<file path="src/rtl/countdown_ctrl.sv">
// Front-panel controller for the BCD countdown datapath: holds the preset,
// edits it digit by digit from debounced buttons, and sequences the datapath
// through EDIT, RUN and DONE.
module countdown_ctrl #(
  parameter int unsigned ALARM_CYCLES = 500000000,
  parameter int unsigned BLINK_DIV    = 12500000,
  parameter logic [31:0] PRESET_RST   = 32'h00F00F10
) (
  input  logic        clk,
  input  logic        rst,
  input  logic        btn_up,
  input  logic        btn_down,
  input  logic        btn_left,
  input  logic        btn_right,
  input  logic        btn_center,
  input  logic        finish,
  output logic [31:0] tmp1,
  output logic        go,
  output logic [2:0]  sel_digit,
  output logic        blink,
  output logic        alarm,
  output logic [1:0]  state_o
);

  typedef enum logic [1:0] {
    ST_EDIT = 2'd0,
    ST_RUN  = 2'd1,
    ST_DONE = 2'd2,
    ST_BAD  = 2'd3
  } state_e;

  localparam int AW = (ALARM_CYCLES > 1) ? $clog2(ALARM_CYCLES) : 1;
  localparam int BW = (BLINK_DIV > 1) ? $clog2(BLINK_DIV) : 1;
  localparam logic [AW-1:0] ALARM_LAST = AW'(ALARM_CYCLES - 1);
  localparam logic [BW-1:0] BLINK_LAST = BW'(BLINK_DIV - 1);
  // Bits holding real digits; the two filler nibbles are excluded.
  localparam logic [31:0] DIGIT_MASK = 32'hFF0FF0FF;

  // Largest legal value of the digit at a given selection index.
  function automatic logic [3:0] digit_max(input logic [2:0] sel);
    return (sel == 3'd1 || sel == 3'd3) ? 4'd5 : 4'd9;
  endfunction

  // Bit position of the digit at a given selection index inside tmp1.
  function automatic logic [4:0] digit_lsb(input logic [2:0] sel);
    case (sel)
      3'd0:    return 5'd0;
      3'd1:    return 5'd4;
      3'd2:    return 5'd12;
      3'd3:    return 5'd16;
      3'd4:    return 5'd24;
      default: return 5'd28;
    endcase
  endfunction

  state_e          state_q, state_d;
  logic [31:0]     tmp1_q, tmp1_d;
  logic [2:0]      sel_q, sel_d;
  logic            blink_q, blink_d;
  logic [BW-1:0]   blink_cnt_q, blink_cnt_d;
  logic [AW-1:0]   alarm_cnt_q, alarm_cnt_d;
  logic            go_q, go_d;
  logic            alarm_q, alarm_d;
  logic [1:0]      sync_q, sync_d;

  logic            fin_edge;
  logic            sel_chg;
  logic [4:0]      cur_lsb;
  logic [3:0]      cur_digit;
  logic [3:0]      cur_max;
  logic [3:0]      new_digit;

  // Next state, preset editing and digit selection.
  always_comb begin
    state_d   = state_q;
    tmp1_d    = tmp1_q;
    sel_d     = sel_q;
    sel_chg   = 1'b0;
    sync_d    = {sync_q[0], finish};
    fin_edge  = sync_q[0] & ~sync_q[1];
    cur_lsb   = digit_lsb(sel_q);
    cur_digit = 4'(tmp1_q >> cur_lsb);
    cur_max   = digit_max(sel_q);
    new_digit = cur_digit;

    case (state_q)
      ST_EDIT: begin
        // One action per cycle: center > up > down > left > right.
        if (btn_center) begin
          if ((tmp1_q & DIGIT_MASK) != 32'd0) state_d = ST_RUN;
        end else if (btn_up) begin
          new_digit = (cur_digit >= cur_max) ? 4'd0 : cur_digit + 4'd1;
          tmp1_d    = (tmp1_q & ~(32'hF << cur_lsb)) | ({28'd0, new_digit} << cur_lsb);
        end else if (btn_down) begin
          new_digit = (cur_digit == 4'd0 || cur_digit > cur_max) ? cur_max : cur_digit - 4'd1;
          tmp1_d    = (tmp1_q & ~(32'hF << cur_lsb)) | ({28'd0, new_digit} << cur_lsb);
        end else if (btn_left) begin
          sel_d   = (sel_q >= 3'd5) ? 3'd0 : sel_q + 3'd1;
          sel_chg = 1'b1;
        end else if (btn_right) begin
          sel_d   = (sel_q == 3'd0 || sel_q > 3'd5) ? 3'd5 : sel_q - 3'd1;
          sel_chg = 1'b1;
        end
      end
      ST_RUN: begin
        // A finish edge beats a simultaneous abort.
        if (fin_edge)        state_d = ST_DONE;
        else if (btn_center) state_d = ST_EDIT;
      end
      ST_DONE: begin
        if (btn_center || alarm_cnt_q == ALARM_LAST) state_d = ST_EDIT;
      end
      default: state_d = ST_EDIT;
    endcase
  end

  // Registered outputs, alarm timer and edit blink timer.
  always_comb begin
    go_d        = (state_d == ST_RUN) || (state_d == ST_DONE);
    alarm_d     = (state_d == ST_DONE);
    alarm_cnt_d = '0;
    blink_d     = 1'b0;
    blink_cnt_d = '0;

    if (state_q == ST_DONE && state_d == ST_DONE) alarm_cnt_d = alarm_cnt_q + AW'(1);

    // Blink only runs while staying in EDIT; any other path parks it low.
    if (state_q == ST_EDIT && state_d == ST_EDIT) begin
      if (sel_chg) begin
        blink_d = 1'b1;
      end else if (blink_cnt_q == BLINK_LAST) begin
        blink_d = ~blink_q;
      end else begin
        blink_d     = blink_q;
        blink_cnt_d = blink_cnt_q + BW'(1);
      end
    end
  end

  // State and datapath registers with synchronous reset.
  always_ff @(posedge clk) begin
    if (rst) begin
      state_q     <= ST_EDIT;
      tmp1_q      <= PRESET_RST;
      sel_q       <= 3'd0;
      blink_q     <= 1'b0;
      blink_cnt_q <= '0;
      alarm_cnt_q <= '0;
      go_q        <= 1'b0;
      alarm_q     <= 1'b0;
      sync_q      <= 2'b00;
    end else begin
      state_q     <= state_d;
      tmp1_q      <= tmp1_d;
      sel_q       <= sel_d;
      blink_q     <= blink_d;
      blink_cnt_q <= blink_cnt_d;
      alarm_cnt_q <= alarm_cnt_d;
      go_q        <= go_d;
      alarm_q     <= alarm_d;
      sync_q      <= sync_d;
    end
  end

  assign tmp1      = tmp1_q;
  assign go        = go_q;
  assign sel_digit = sel_q;
  assign blink     = blink_q;
  assign alarm     = alarm_q;
  assign state_o   = state_q;

endmodule

</file>
<file path="config.mk">
export PLATFORM = sky130hd
export DESIGN_NAME = countdown_ctrl
export DESIGN_NICKNAME = d
export VERILOG_FILES = /design/src/rtl/countdown_ctrl.sv
export SDC_FILE = /design/constraint.sdc
export NUM_CORES = 1
export LEC_CHECK = 0
export CAP_MARGIN = 20
export CORE_ASPECT_RATIO = 0.75
export CORE_MARGIN = 2
export CORE_UTILIZATION = 57
export DETAILED_ROUTE_END_ITERATION = 7
export HOLD_SLACK_MARGIN = 0.12
export PLACE_DENSITY_LB_ADDON = 0.08
export SYNTH_ARGS = -nofsm -noshare
export SYNTH_HDL_FRONTEND = slang
export SYNTH_SLANG_ARGS = --single-unit
export TNS_END_PERCENT = 1
</file>
<file path="constraint.sdc">
create_clock -name clk -period 7.3 [get_ports clk]
set_clock_uncertainty 0.2 [all_clocks]
set_input_delay 1.46 -clock clk [delete_from_list [all_inputs] [get_ports clk]]
set_output_delay 1.46 -clock clk [all_outputs]
set_load 0.02 [all_outputs]
</file>
== Word level (Yosys, flattened, before mapping) ==
Index checks and enable logic that the tools add are counted.
Storage, ports and cells
  bits in registers: 95
  bits of input ports: 8
  output and inout port bits: 40
  logic and storage cells: 89
Operators by class
  add/subtract/negate cells: 6
  magnitude comparators: 4
  equal/unequal tests: 10
  shift-type cells: 4
  mux-type cells: 24
  bitwise logic cells: 12
  reductions and logical operators: 20
Operators with widths (count)
  $mux W32: 2
  $or A32 B32 Y32: 2
  $shl A4 B5 Y32: 2
  $and A32 B32 Y32: 1
  $not A32 Y32: 1
  $reduce_bool A32 Y1: 1
  $shl A4 B5 Y32 const A: 1
  $shr A32 B5 Y4: 1
  $add A29 B1 Y29 const B: 1
  $eq A29 B29 Y1 const B: 1
  $pmux W5 S5: 1
  $add A24 B1 Y24 const B: 1
  $eq A24 B24 Y1 const B: 1
  $mux W3: 4
  $mux W4: 3
  $mux W2: 5
  $mux W1: 8
  $not A1 Y1: 7
  $eq A3 B2 Y1 const B: 2
  $pmux W2 S3: 1
  $reduce_bool A2 Y1: 3
  $logic_or A1 B1 Y1: 5
  $reduce_and A5 Y1: 1
  $add A4 B1 Y4 const B: 1
  19 further kinds: 24

== Longest topological paths before layout ==
  depth after elaboration: 10
  depth in mapped cells: 21
  depth with buffers taken out: 19

== Worst setup path after synthesis ==
No wires, ideal clock.
  path kind: flip-flop to flip-flop
  start point: reg sel_q[0], in the netlist sel_digit[0]
  end point: reg tmp1_q[6], in the netlist tmp1[6]
  setup time: 0.150 ns
  arrival: 4.204 ns
  required time: 6.950 ns
  slack: 2.746 ns
  stages on the path, launching flop included: 21
  buffers on the path: 2
  period minus slack after synthesis: 4.554 ns
  path through: dfxtp_1 inv_1 ha_1 ha_1 or3_1 a21oi_2 buf_6 mux2i_1 nor2_1 or4_1 buf_2 inv_1 ha_1 nor2b_1 o21ai_0 inv_1 o21ai_0 o31a_1 nor3_1 nor4_4 a211oi_1
On the way
  word-level cells in the longest chain between the ends: 10
  elaborated cells between the ends (all ways): 26
  those cells by class: add/sub: 2; order compare: 2; eq/ne: 4; shift: 4; mux: 6; bitwise: 4; reduce/logical: 4
Ends and longest elaborated chain
  from (decl): RTL line 58  | logic [2:0] sel_q, sel_d;
  from (signal assigned): RTL line 155  | sel_q <= sel_d;
  $eq A3 B3 Y1 (tied with other cells): RTL line 46  | case (sel)
  $pmux W5 S5 or $logic_or A1 B1 Y1 (tied branches): RTL line 46, 41
  $shr A32 B5 Y4 or $mux W4 (tied branches): RTL line 82, 41
  $gt A4 B4 Y1 or $logic_not A4 Y1 (tied branches): RTL line 95  | new_digit = (cur_digit == 4'd0 || cur_digit > cur_max) ? cur_max : cur_digit - 4'd1;
  $logic_or A1 B1 Y1: RTL line 95
  $mux W4: RTL line 95
  $shl A4 B5 Y32: RTL line 96  | tmp1_d = (tmp1_q & ~(32'hF << cur_lsb)) | ({28'd0, new_digit} << cur_lsb);
  $or A32 B32 Y32: RTL line 96
  $mux W32: RTL line 94  | end else if (btn_down) begin
  $mux W32 *: RTL line 91  | end else if (btn_up) begin
  to (signal assigned): RTL line 154  | tmp1_q <= tmp1_d;
  to (decl): RTL line 57  | logic [31:0] tmp1_q, tmp1_d;
Mark *: on every way between the ends. The rest lies on a longest branch, timed or not. The select of a mux whose other input is x is not followed.
A chain may end at the register's enable or synchronous reset.

== Final worst setup path ==
  start point: reg sel_q[0], in the netlist sel_digit[0]
  end point: reg tmp1_q[17], in the netlist tmp1[17]
The elaborated chain is that of the path after synthesis.

==> flow_summary.yaml <==
status:
  outcome: "completed"
power:
  power.total_mw: 1.13
  ir_worst_vdd_v: 0.000215
  p_leak_nw: 1.90
  p_per_area_nw_per_um2: 205
synthesis:
  syn_nets: 590
  synth_top_flop_cell: "dfxtp_1"
  synth_async_sr_flop_share: 0
  synth-edff-count: 0
  synth_most_common_cell: "nor2_1"
  avgSynthCellArea_sq_um: 8.38
  synth_seq_cells: 95
  synth_commonest_cells: "nor2_1 (101), dfxtp_1 (95), nand2_1 (36)"
  yosysTopAreaCell: "dfxtp_1"
  ys_top_cells_by_area: "dfxtp_1 (40%), nor2_1 (8.0%), xor2_1 (5.7%)"
  syn_area_sq_um: 4740
  synthCells: 566
  ys_seq_area_frac: 0.401
  yosys_warnings: 0
  yosysTopAreaCellShare: 0.401
  synth_cell_type_count: 56
sta:
  hold_viol_final: 0
  rsz0062_at_grt: "no"
  final.period_utilization: 0.735
  slew_headroom: 0.357
  finalWorstSetupSlack_ns: 1.93
  slew_viol_final: 0
  setup-tns-final_ns: 0
  worst_pin_slew_ns: 0.957
  finalCriticalPeriod_ns: 5.37
  fmax_ghz: 0.186
  finalSetupViolCount: 0
drt:
  route.detailed.drc: 0
  dr.pass1.iters: 5
  via_count: 4195
  postRouteAntennaNets: 0
  drt_wl_total_um: 11400
  vias_per_cell: 5.85
  routedWlPerCell_um: 15.9
  first_iter_violations: 285
clock_tree:
  post-cts-setup-buffer-count: 0
  ctsResizeCount: 0
  clock_latency_ns: 0.37
  ctsLongestPathBuffers: 2
  htreeDepth: 3
  cts.sinks: 95
  cts_hold_buf: 0
  cts_inserted_buffers: 9
  cts-root-buf: "clkbuf_8"
  path_clk_slew_ns: 0.09
  cts_tree: "yes"
global_route:
  grt_max_degree: 46
  grt_pass1_vias: 3827
  grt_usage: 0.262
  grt_overflow_total: 0
  antenna_found_initial: 0
  grt_pass1_wl_um: 18700
place:
  dpl.hpwl_um: 8430
  gp_congestion: 0.966
  io_buffers: 47
  pre_cts_ws_ns: 2.03
critical_path:
  crit_fanout: 11
  critPathCaptureType: "register"
  start_kind: "register"
  cp.required_ns: 7.41
  reg2reg_depth: 18
  cp.arrival_ns: 5.48
  crit_type: "register to register"
finish:
  area_delta_synth_final_pct: 15.8
  fin_nets: 631
  n_antenna_cell: 0
  finish.utilization: 0.688
  drive_above_1_share: 0.0686
die:
  rows: 28
  die_w_um: 109
  core_sq_um: 7990
  ioPinCount: 48
  start_util: 0.594
  die_area_sq_um: 9070
  die_h_um: 83
flow_run:
  cap_violations: 0
min_path:
  whs_path_depth: 1
  hold_class: "register to register"
[critical path, stage by stage (launching register included)]
cell	delay, ns
dfxtp_1	0.50
inv_1	0.13
ha_1	0.27
ha_1	0.27
or3_1	0.40
a21oi_2	0.44
mux2i_1	0.24
nor2_1	0.06
or4_1	0.59
inv_1	0.15
ha_1	0.28
nor2b_1	0.08
o21ai_0	0.18
inv_1	0.08
o21ai_0	0.35
o31ai_1	0.21
o31ai_2	0.57
mux2i_1	0.17
nor2_1	0.12
[through the flow]
| stage | cell area (sq um) | hold slack (ns) | std cells |
|---|---|---|---|
| 6_report | 5490 | 0.248 | 717 |
| 5_1_grt | 5490 | 0.286 | 717 |
| 4_1_cts | 5480 | 0.252 | 716 |
| 2_1_floorplan | 4740 | 0.230 | 566 |
| 3_3_place_gp | 5270 | 0.228 | 700 |
| 3_5_place_dp | 5270 | 0.230 | 700 |
[routing by layer]
metal | share of wire | wire, um | global-route usage
met1 | 0.49 | 5530 | 0.373
met2 | 0.44 | 4950 | 0.395
met3 | 0.062 | 706 | 0.0597
met4 | 0.017 | 194 | 0.0759
met5 | 0 | 0 | 0
[cell type report]
class	instances	area (sq um)
Timing Repair Buffer	49	493
Tap cell	105	131
Clock buffer	12	155
Clock inverter	4	53.8
Sequential cell	95	1900
Multi-Input combinational cell	434	2690
Fill cell	662	2490
Inverter	18	67.6
[power by group]
part           switching, mW  total, mW  internal (mW)
Clock                  0.181      0.359          0.178
Sequential            0.0114      0.538          0.526
Combinational          0.146      0.231         0.0852
Total                  0.338       1.13          0.789
[kinds of logic after synthesis]
kind of cell / synth area share
and+or+nand+nor: 0.282
DFF: 0.401
AOI/OAI and AO/OA: 0.137
xor gates and xnor gates: 0.0831
buffers and inverters: 0.0317
adders and majority gates: 0.0422
muxes: 0.0232
[path summary, 6_finish.rpt]
path                            endpoint         start  slack [ns]
worst max-delay path            tmp1[17]  sel_digit[0]        1.93
worst min-delay path            tmp1[11]      tmp1[11]        0.25
worst max register to register  tmp1[17]  sel_digit[0]        1.93
worst min register to register  tmp1[11]      tmp1[11]        0.25
[cell usage in the layout, fill, tap and decap left out, types with 12 or more instances in the layout]
cell type and n:
inv_1 16, and3_1 12, nor3_1 13, xnor2_1 14, clkdlybuf4s50_1 47, dfxtp_1 95
nand3_1 31, a21oi_1 23, o21ai_0 21, nor4_1 12, nor2_1 101, ha_1 16
nand2_1 36, xor2_1 31
[flip-flops by register name, indices dropped and copies added (netlist names)]
register     count
alarm            1
alarm_cnt_q     29
blink            1
blink_cnt_q     24
go               1
sel_digit        3
state_o          2
sync_q           2
tmp1            32
Note: power is estimated with default switching activity, not from simulation.
